$ cat config.mk
export PLATFORM = sky130hd
export DESIGN_NAME = hazard_ctrl_flat
export DESIGN_NICKNAME = d
export VERILOG_FILES = /design/src/rtl/hazard_ctrl_if.sv /design/src/rtl/hazard_ctrl.sv /design/src/flat_wrapper.sv
export SDC_FILE = /design/constraint.sdc
export NUM_CORES = 1
export LEC_CHECK = 0
export BUFFER_PORTS_ARGS = -buffer_cell sky130_fd_sc_hd__buf_2
export CORE_MARGIN = 4
export CORE_UTILIZATION = 57
export CTS_BUF_LIST = sky130_fd_sc_hd__clkbuf_4
export DETAILED_ROUTE_END_ITERATION = 12
export GPL_TIMING_DRIVEN = 0
export PLACE_DENSITY = 0.88
export SLEW_MARGIN = 40
export SYNTH_ARGS = -nofsm -noshare
export SYNTH_HDL_FRONTEND = slang
export SYNTH_SLANG_ARGS = --single-unit
export TNS_END_PERCENT = 1
$ cat constraint.sdc
create_clock -name clk -period 3.37 [get_ports clk]
set_input_delay 0.337 -clock clk [delete_from_list [all_inputs] [get_ports clk]]
set_output_delay 0.337 -clock clk [all_outputs]
set_load 0.05 [all_outputs]
$ cat src/rtl/hazard_ctrl_if.sv
// Hazard controller interface: pipeline-side hazard inputs and the
// stall/flush/error outputs, bundled so the pipeline and the controller
// connect through a single port. The pipeline uses the master modport,
// and the hazard controller uses the slave modport.
interface hazard_ctrl_if;
    logic [4:0]  rs1_d;
    logic [4:0]  rs2_d;
    logic        use_rs1;
    logic        use_rs2;
    logic [4:0]  rd_e;
    logic [4:0]  rd_m;
    logic        regwrite_e;
    logic        regwrite_m;
    logic        memread_e;
    logic        branch_taken_e;
    logic        dmem_ready;

    logic        stall_f;
    logic        stall_d;
    logic        stall_e;
    logic        stall_m;
    logic        flush_d;
    logic        flush_e;
    logic        flush_w;
    logic        mem_err;
    logic [15:0] stall_cnt;

    modport master (
        output rs1_d, rs2_d, use_rs1, use_rs2, rd_e, rd_m,
               regwrite_e, regwrite_m, memread_e, branch_taken_e, dmem_ready,
        input  stall_f, stall_d, stall_e, stall_m,
               flush_d, flush_e, flush_w, mem_err, stall_cnt
    );

    modport slave (
        input  rs1_d, rs2_d, use_rs1, use_rs2, rd_e, rd_m,
               regwrite_e, regwrite_m, memread_e, branch_taken_e, dmem_ready,
        output stall_f, stall_d, stall_e, stall_m,
               flush_d, flush_e, flush_w, mem_err, stall_cnt
    );
endinterface

$ cat src/rtl/hazard_ctrl.sv
// Pipeline hazard controller for a 5-stage in-order core.
// This controller resolves RAW hazards, taken branches, and data-memory wait states.
// It also detects a sticky memory timeout and counts cycles in which fetch is stalled.
// Outputs are combinational from the registered state and the current inputs.
// Configuration macro FORWARDING_EN:
//   defined   -> only load-use hazards stall, because the datapath forwards ALU results.
//   undefined -> any in-flight writer in Execute or Memory that matches a used source causes a stall.
module hazard_ctrl #(
    parameter int unsigned TIMEOUT = 255
) (
    input  logic         clk,
    input  logic         rst,
    hazard_ctrl_if.slave hz
);
    typedef enum logic [1:0] {
        RUN      = 2'b00,
        MEM_WAIT = 2'b01,
        ERROR    = 2'b10
    } state_t;

    localparam logic [7:0] TIMEOUT_LIM = TIMEOUT[7:0];

    state_t      state_q, state_d;
    logic [7:0]  tmo_q, tmo_d;
    logic        pend_q, pend_d;
    logic [15:0] stall_cnt_q, stall_cnt_d;

    logic hold_f, hold_d, hold_e, hold_m;
    logic bub_d, bub_e, bub_w;
    logic err;

    logic hit_e;
    logic load_use;
    logic raw_hazard;

    assign hit_e = (hz.use_rs1 && (hz.rs1_d == hz.rd_e)) ||
                   (hz.use_rs2 && (hz.rs2_d == hz.rd_e));

    assign load_use = hz.memread_e && hz.regwrite_e && (hz.rd_e != 5'd0) && hit_e;

`ifdef FORWARDING_EN
    assign raw_hazard = load_use;
`else
    logic hit_m;

    assign hit_m = (hz.use_rs1 && (hz.rs1_d == hz.rd_m)) ||
                   (hz.use_rs2 && (hz.rs2_d == hz.rd_m));

    assign raw_hazard = load_use ||
                        (hz.regwrite_e && (hz.rd_e != 5'd0) && hit_e) ||
                        (hz.regwrite_m && (hz.rd_m != 5'd0) && hit_m);
`endif

    // Next-state, timeout/pending bookkeeping and stall/flush decode
    always_comb begin
        state_d = state_q;
        tmo_d   = tmo_q;
        pend_d  = pend_q;
        hold_f  = 1'b0;
        hold_d  = 1'b0;
        hold_e  = 1'b0;
        hold_m  = 1'b0;
        bub_d   = 1'b0;
        bub_e   = 1'b0;
        bub_w   = 1'b0;
        err     = 1'b0;

        case (state_q)
            RUN: begin
                tmo_d  = 8'd0;
                pend_d = 1'b0;
                if (!hz.dmem_ready) begin
                    hold_f  = 1'b1;
                    hold_d  = 1'b1;
                    hold_e  = 1'b1;
                    hold_m  = 1'b1;
                    bub_w   = 1'b1;
                    tmo_d   = 8'd1;
                    pend_d  = hz.branch_taken_e;
                    state_d = MEM_WAIT;
                end else if (hz.branch_taken_e) begin
                    bub_d = 1'b1;
                    bub_e = 1'b1;
                end else if (raw_hazard) begin
                    hold_f = 1'b1;
                    hold_d = 1'b1;
                    bub_e  = 1'b1;
                end
            end

            MEM_WAIT: begin
                if (!hz.dmem_ready) begin
                    hold_f = 1'b1;
                    hold_d = 1'b1;
                    hold_e = 1'b1;
                    hold_m = 1'b1;
                    bub_w  = 1'b1;
                    pend_d = pend_q || hz.branch_taken_e;
                    tmo_d  = (tmo_q == 8'hFF) ? tmo_q : tmo_q + 8'd1;
                    if (tmo_q == TIMEOUT_LIM) begin
                        state_d = ERROR;
                    end
                end else begin
                    // A branch resolved during the wait is flushed now, once memory completes.
                    // Decode hazards are re-examined next cycle in RUN.
                    if (pend_q || hz.branch_taken_e) begin
                        bub_d = 1'b1;
                        bub_e = 1'b1;
                    end
                    pend_d  = 1'b0;
                    tmo_d   = 8'd0;
                    state_d = RUN;
                end
            end

            ERROR: begin
                hold_f = 1'b1;
                hold_d = 1'b1;
                hold_e = 1'b1;
                hold_m = 1'b1;
                bub_w  = 1'b1;
                err    = 1'b1;
            end

            default: begin
                state_d = RUN;
            end
        endcase
    end

    // Saturating count of fetch-stall cycles
    always_comb begin
        stall_cnt_d = stall_cnt_q;
        if (hold_f && (stall_cnt_q != 16'hFFFF)) begin
            stall_cnt_d = stall_cnt_q + 16'd1;
        end
    end

    // State and counter registers; reset abandons any pending flush or wait
    always_ff @(posedge clk or posedge rst) begin
        if (rst) begin
            state_q     <= RUN;
            tmo_q       <= 8'd0;
            pend_q      <= 1'b0;
            stall_cnt_q <= 16'd0;
        end else begin
            state_q     <= state_d;
            tmo_q       <= tmo_d;
            pend_q      <= pend_d;
            stall_cnt_q <= stall_cnt_d;
        end
    end

    // While reset is held, the pipeline sees no stalls or flushes.
    assign hz.stall_f   = hold_f & ~rst;
    assign hz.stall_d   = hold_d & ~rst;
    assign hz.stall_e   = hold_e & ~rst;
    assign hz.stall_m   = hold_m & ~rst;
    assign hz.flush_d   = bub_d  & ~rst;
    assign hz.flush_e   = bub_e  & ~rst;
    assign hz.flush_w   = bub_w  & ~rst;
    assign hz.mem_err   = err    & ~rst;
    assign hz.stall_cnt = stall_cnt_q;
endmodule
$ cat src/flat_wrapper.sv
// flat-port wrapper written by rule: the top's interface ports become plain ports
module hazard_ctrl_flat 
#(
    parameter int unsigned TIMEOUT = 255
)
  (clk, rst, hz_rs1_d, hz_rs2_d, hz_use_rs1, hz_use_rs2, hz_rd_e, hz_rd_m, hz_regwrite_e, hz_regwrite_m, hz_memread_e, hz_branch_taken_e, hz_dmem_ready, hz_stall_f, hz_stall_d, hz_stall_e, hz_stall_m, hz_flush_d, hz_flush_e, hz_flush_w, hz_mem_err, hz_stall_cnt);
  hazard_ctrl_if hz_i ();
  input  logic clk;
  input  logic rst;
  input wire logic [$bits(hz_i.rs1_d)-1:0] hz_rs1_d;
  input wire logic [$bits(hz_i.rs2_d)-1:0] hz_rs2_d;
  input wire logic [$bits(hz_i.use_rs1)-1:0] hz_use_rs1;
  input wire logic [$bits(hz_i.use_rs2)-1:0] hz_use_rs2;
  input wire logic [$bits(hz_i.rd_e)-1:0] hz_rd_e;
  input wire logic [$bits(hz_i.rd_m)-1:0] hz_rd_m;
  input wire logic [$bits(hz_i.regwrite_e)-1:0] hz_regwrite_e;
  input wire logic [$bits(hz_i.regwrite_m)-1:0] hz_regwrite_m;
  input wire logic [$bits(hz_i.memread_e)-1:0] hz_memread_e;
  input wire logic [$bits(hz_i.branch_taken_e)-1:0] hz_branch_taken_e;
  input wire logic [$bits(hz_i.dmem_ready)-1:0] hz_dmem_ready;
  output wire logic [$bits(hz_i.stall_f)-1:0] hz_stall_f;
  output wire logic [$bits(hz_i.stall_d)-1:0] hz_stall_d;
  output wire logic [$bits(hz_i.stall_e)-1:0] hz_stall_e;
  output wire logic [$bits(hz_i.stall_m)-1:0] hz_stall_m;
  output wire logic [$bits(hz_i.flush_d)-1:0] hz_flush_d;
  output wire logic [$bits(hz_i.flush_e)-1:0] hz_flush_e;
  output wire logic [$bits(hz_i.flush_w)-1:0] hz_flush_w;
  output wire logic [$bits(hz_i.mem_err)-1:0] hz_mem_err;
  output wire logic [$bits(hz_i.stall_cnt)-1:0] hz_stall_cnt;
  assign hz_i.rs1_d = hz_rs1_d;
  assign hz_i.rs2_d = hz_rs2_d;
  assign hz_i.use_rs1 = hz_use_rs1;
  assign hz_i.use_rs2 = hz_use_rs2;
  assign hz_i.rd_e = hz_rd_e;
  assign hz_i.rd_m = hz_rd_m;
  assign hz_i.regwrite_e = hz_regwrite_e;
  assign hz_i.regwrite_m = hz_regwrite_m;
  assign hz_i.memread_e = hz_memread_e;
  assign hz_i.branch_taken_e = hz_branch_taken_e;
  assign hz_i.dmem_ready = hz_dmem_ready;
  assign hz_stall_f = hz_i.stall_f;
  assign hz_stall_d = hz_i.stall_d;
  assign hz_stall_e = hz_i.stall_e;
  assign hz_stall_m = hz_i.stall_m;
  assign hz_flush_d = hz_i.flush_d;
  assign hz_flush_e = hz_i.flush_e;
  assign hz_flush_w = hz_i.flush_w;
  assign hz_mem_err = hz_i.mem_err;
  assign hz_stall_cnt = hz_i.stall_cnt;
  hazard_ctrl #(.TIMEOUT(TIMEOUT)) u_core (.clk(clk), .rst(rst), .hz(hz_i));
endmodule
Word-level counts from Yosys, hierarchy flattened --
Cells that the tools add are included.
Cells by class: add/subtract/negate cells 2, equal/unequal tests 11, muxes and demuxes 26, bitwise operators 7, reduce and logical (&&, ||, !) cells 24
Operators with widths (count):
- 5-bit == test | 4
- 16-bit by 1-bit adder with 16-bit output (second input constant) | 1
- 8-bit two-way mux | 2
- 16-bit != test (second input constant) | 1
- 8-bit one-hot mux with 2 select lines | 1
- 1-bit two-way mux | 14
- 1-bit logical AND | 12
- 5-bit nonzero test | 2
- 8-bit by 1-bit adder with 8-bit output (second input constant) | 1
- 8-bit == test (second input constant) | 1
- 1-bit one-hot mux with 2 select lines | 4
- 2-bit two-way mux | 3
- 2-bit one-hot mux with 3 select lines | 1
- 1-bit bitwise AND | 5
- 1-bit logical OR | 5
- 3-bit by 2-bit != test with 1-bit output (second input constant) | 1
- 3-bit != test (second input constant) | 1
- 1-bit one-hot mux with 3 select lines | 1
- 3-bit AND reduction | 1
- 2-bit by 1-bit == test with 1-bit output (second input constant) | 1
- 2-bit == test (second input constant) | 1
- 2-bit logical NOT | 1
- 2-bit != test (second input constant) | 1
- 1-bit inverter | 2
- 3 further kinds | 3
Storage, ports and cells: flip-flop bits (word level) 27, input bits 29, output and inout port bits 24, logic and storage cells 74

Logic depth before layout (Yosys ltp) --
depth after elaboration 11, depth in mapped cells 9, mapped depth without buffers 8

Worst setup path after synthesis --
OpenSTA, ideal clock, no wires.
kind input-to-output, start point input hz_rs2_d[4], end point output hz_flush_e, arrival time 2.297 ns, required time 3.033 ns, path slack 0.736 ns, stages on the path 6, buffers on the path 0, cell sequence xor2_1 nor4_1 a32oi_1 o22ai_2 nand2_1 a211oi_1
On the way: longest elaborated chain between the ends 11, elaborated cells on any way between the ends 16, those cells by class 2 x eq/ne; 4 x mux; 1 x bitwise; 9 x reduce/logical
RTL lines:
- from (decl) | RTL line flat_wrapper.sv:11 | input wire logic [$bits(hz_i.rs2_d)-1:0] hz_rs2_d;
- 5-bit == test | RTL line hazard_ctrl.sv:37 | (hz.use_rs2 && (hz.rs2_d == hz.rd_e));
- 1-bit logical AND | RTL line hazard_ctrl.sv:37
- 1-bit logical OR | RTL line hazard_ctrl.sv:36 | assign hit_e = (hz.use_rs1 && (hz.rs1_d == hz.rd_e)) ||
- 1-bit logical AND, on equally long branches | RTL line hazard_ctrl.sv:39, hazard_ctrl.sv:50
- 1-bit logical OR | RTL line hazard_ctrl.sv:49 | assign raw_hazard = load_use ||
- 1-bit logical OR (*) | RTL line hazard_ctrl.sv:50 | (hz.regwrite_e && (hz.rd_e != 5'd0) && hit_e) ||
- 1-bit two-way mux (*) | RTL line hazard_ctrl.sv:84 | end else if (raw_hazard) begin
- 1-bit two-way mux (*) | RTL line hazard_ctrl.sv:81 | end else if (hz.branch_taken_e) begin
- 1-bit two-way mux (*) | RTL line hazard_ctrl.sv:72 | if (!hz.dmem_ready) begin
- 1-bit one-hot mux with 2 select lines (*) | RTL line hazard_ctrl.sv:68 | case (state_q)
- 1-bit bitwise AND (*) | RTL line hazard_ctrl.sv:160 | assign hz.flush_e = bub_e & ~rst;
- to (decl) | RTL line flat_wrapper.sv:26 | output wire logic [$bits(hz_i.flush_e)-1:0] hz_flush_e;
Every way passes the cells marked *; elsewhere a longest branch is shown, timed or not.

Worst setup path after layout --
start point input hz_rs2_d[4], end point output hz_stall_f
On the way: longest elaborated chain between the ends 11, elaborated cells on any way between the ends 16, those cells by class 2 x eq/ne; 4 x mux; 1 x bitwise; 9 x reduce/logical
RTL lines:
- 5-bit == test | RTL line hazard_ctrl.sv:37
- 1-bit logical AND | RTL line hazard_ctrl.sv:37
- 1-bit logical OR | RTL line hazard_ctrl.sv:36
- 1-bit logical AND, on equally long branches | RTL line hazard_ctrl.sv:39, hazard_ctrl.sv:50
- 1-bit logical OR | RTL line hazard_ctrl.sv:49
- 1-bit logical OR (*) | RTL line hazard_ctrl.sv:50
- 1-bit two-way mux (*) | RTL line hazard_ctrl.sv:84
- 1-bit two-way mux (*) | RTL line hazard_ctrl.sv:81
- 1-bit two-way mux (*) | RTL line hazard_ctrl.sv:72
- 1-bit one-hot mux with 3 select lines (*) | RTL line hazard_ctrl.sv:68
- 1-bit bitwise AND (*) | RTL line hazard_ctrl.sv:155 | assign hz.stall_f = hold_f & ~rst;
- to (decl) | RTL line flat_wrapper.sv:21 | output wire logic [$bits(hz_i.stall_f)-1:0] hz_stall_f;
Marked as above.

==> impl_metrics.py <==
metrics = {
    "die": {
        "die_h_um": 62.4,
        "coreArea_um2": 2780,
        "boundaryPins": 53,
        "row_count": 19,
        "start_util": 0.605,
        "die-area_um2": 3890,
        "die_x_um": 62.4,
    },
    "power": {
        "p_sw_w": 0.000397,
        "intPower_w": 0.000525,
        "p_seq_frac": 0.455,
        "p_sw_frac": 0.431,
        "power.density_nw_per_um2": 459,
        "leakage_nw": 0.969,
        "clkPwrFrac": 0.152,
        "ir_drop_mv": 0.690,
        "combPwrFrac": 0.393,
    },
    "timing": {
        "setup_viol": 0,
        "worstMarginPinSlew_ns": 0.544,
        "period_share": 0.688,
        "fmax_ghz": 0.431,
        "maxSlewHeadroom": 0.637,
        "finClkSkew_ns": 0.00687,
        "period_minus_slack_ns": 2.32,
        "finalSetupTns_ns": 0,
        "final_hold_viol_count": 0,
        "rsz0062_at_grt": "no",
        "drv_slew": 0,
    },
    "critical_path": {
        "required_ns": 3.03,
        "r2r_end": "u_core.tmo_q[5]$_DFFE_PP0P_",
        "r2r_start": "u_core.tmo_q[0]$_DFFE_PP0P_",
        "start_kind": "input port",
        "r2r_cells": 7,
        "critPathMaxFanout": 3,
        "crit_arrival_ns": 1.98,
        "end_kind": "output port",
        "reg2reg_slack_ns": 1.37,
        "critPathKind": "input port to output port",
    },
    "routing": {
        "firstDrtPassIters": 4,
        "dr_total_vias": 1416,
        "wl_um": 3500,
        "antenna_left": 0,
        "via_per_inst": 5.49,
        "wire_per_inst_um": 13.6,
        "drtIter0Drc": 61,
        "drc_errors": 0,
    },
    "yosys": {
        "synth_cells": 172,
        "muxShareOfSynthArea": 0.0134,
        "synth_edf_count": 0,
        "synth_fa_ha_area_frac": 0.0149,
        "synth_cell_types": 37,
        "synthSimpleGateAreaFrac": 0.245,
        "synth_warnings": 0,
        "async_flop_share": 1.00,
        "syn_nets": 203,
        "synth-main-ff-cell": "dfrtp_1",
        "synth_top_family_by_area": "simple AND/OR/NAND/NOR gates",
        "syn_avg_cell_area_um2": 9.79,
        "synth_xor_area_frac": 0.198,
        "ys_seq_area_frac": 0.401,
        "synth_compound_area_frac": 0.0854,
        "ys_seq_elements": 27,
        "mappedNetlistArea_um2": 1680,
    },
    "placed_design": {
        "globalplace.congestion": 0.832,
        "hpwl_um": 2900,
        "io_buffers": 51,
    },
    "job": {
        "max_cap_violations": 0,
    },
    "clocking": {
        "cts_setup_buffers": 0,
        "clkTransAtPathRegs_ns": 0.15,
        "cts_root_buf": "clkbuf_4",
        "cts_tree": "done",
        "h-tree-depth": 1,
        "cts_made_buffers": 3,
        "cts.sinks": 27,
        "cts_resized": 0,
        "clk_path_buf_depth": 2,
        "cts-hold-fix-buffers": 0,
        "clk_latency_ns": 0.32,
    },
    "layout": {
        "diodes": 0,
        "drive_gt1_frac": 0.330,
        "nets": 259,
        "area_growth_pct": 19.2,
        "fin_util": 0.722,
    },
    "global_route": {
        "grt_pass1_vias": 1374,
        "grt_max_degree": 28,
        "grt_pass1_wl_um": 6070,
        "antenna_found_initial": 0,
        "grtUsageTotal": 0.184,
        "gr-total-overflow": 0,
    },
    "status": {
        "status": "complete, no violations",
    },
    "worst_hold_path": {
        "hold_path_class": "input port to async pin",
    },
}
[power by group through the flow]
stage,registers (W),clock network [W],logic [W]
5_1_grt,0.000431,0.000162,0.000392
6_report,0.000420,0.000140,0.000362
3_5_place_dp,0.000427,0,0.000365
4_1_cts,0.000421,0.000146,0.000366
2_1_floorplan,0.000560,0,0.000132
3_3_place_gp,0.000424,0,0.000359
[worst max-delay path by stage]
stage                                        startpoint  slack, ns  depth (start not counted)          to
after floorplan                             hz_rs2_d[4]       0.74                          6  hz_flush_e
after global placement                       hz_rd_m[1]       1.07                          8  hz_stall_f
after detailed placement                    hz_rs2_d[4]       1.05                          9  hz_stall_f
after CTS                                   hz_rs2_d[4]       1.04                          9  hz_stall_f
after global routing      u_core.state_q[1]$_DFFE_PP0P_       0.89                          7  hz_stall_f
final                                       hz_rs2_d[4]       1.05                          9  hz_stall_f
[worst max-delay path: stages]
cell      delay (ns)
buf_2           0.12
xor2_1          0.16
nor4_1          0.31
a32oi_1         0.17
o22ai_2         0.22
a21boi_1        0.14
nor2_1          0.16
buf_4           0.13
buf_2           0.24
[sequential cells by signal, indices dropped and copies added, names as in the netlist]
name                 cells
u_core.tmo_q             8
u_core.hz.stall_cnt     16
u_core.pend_q            1
u_core.state_q           2
[metrics by stage]
| step | setup WS, ns | total power [W] | area, um^2 | hold slack, ns | std cells |
|---|---|---|---|---|---|
| 5_1_grt | 0.890 | 0.000985 | 2010 | 0.101 | 258 |
| 2_1_floorplan | 0.736 | 0.000693 | 1680 | 0.390 | 172 |
| 4_1_cts | 1.04 | 0.000932 | 2010 | 0.0921 | 258 |
| 3_5_place_dp | 1.05 | 0.000792 | 1980 | 0.469 | 254 |
| 6_report | 1.05 | 0.000922 | 2010 | 0.0807 | 258 |
| 3_3_place_gp | 1.07 | 0.000784 | 1980 | 0.476 | 254 |
[per-layer routing]
layer	vias to the layer above	wire, um	GRT usage
met5	-	0	0
met4	0	13	0.0345
met3	2	220	0.0396
met2	41	1780	0.325
met1	661	1480	0.232
li1	712	-	-
[final cells by class]
cell class                 instances  area (um^2)
sequential                        27          676
clock buffer                       3         22.5
buffer                             8         52.6
multi-input combinational        132          937
fill                             221          773
inverter                           5         18.8
clock inverter                     1         7.51
tap                               31         38.8
timing repair buffer              51          255
[layout by cell type, fill, tap and decap left out, types with 2 or more instances in the layout]
| cell type | netlist | routed |
|---|---|---|
| a21oi_1 | 5 | 5 |
| a32oi_1 | 2 | 2 |
| and2_1 | 5 | 5 |
| and3_1 | 5 | 5 |
| buf_2 | 0 | 51 |
| buf_4 | 4 | 4 |
| clkbuf_1 | 2 | 2 |
| clkbuf_4 | 0 | 3 |
| dfrtp_1 | 27 | 27 |
| ha_1 | 2 | 2 |
| inv_1 | 5 | 4 |
| mux2_2 | 2 | 2 |
| nand2_1 | 12 | 12 |
| nand3_1 | 3 | 3 |
| nand3_2 | 5 | 5 |
| nand4_1 | 9 | 9 |
| nand4_2 | 2 | 2 |
| nor2_1 | 16 | 16 |
| nor3_1 | 2 | 2 |
| nor4_1 | 4 | 4 |
| o21ai_0 | 4 | 4 |
| or3_1 | 2 | 2 |
| or4_1 | 2 | 2 |
| xnor2_1 | 16 | 16 |
| xor2_1 | 22 | 22 |
[synth_stat cells, drive strengths merged (2+ instances only)]
cell,number,area share
nand4,11,0.048
buf,6,0.027
dfrtp,27,0.40
inv,5,0.011
nor2,16,0.036
nand3,8,0.039
a32oi,2,0.010
nor4,4,0.015
nor3,2,0.0059
and2,5,0.019
and3,5,0.019
clkbuf,2,0.0045
xor2,22,0.11
a21oi,5,0.015
or4,2,0.0089
o21ai,6,0.020
xnor2,16,0.083
nand2,12,0.027
ha,2,0.015
mux2,2,0.013
or3,2,0.0074
[logic make-up after synthesis]
logic type | count (synthesis)
buf+inv | 13
fa+ha+maj | 2
simple gates | 70
mux | 2
compound gates | 20
xor+xnor | 38
flops | 27
Note: power is estimated with default switching activity, not from simulation.
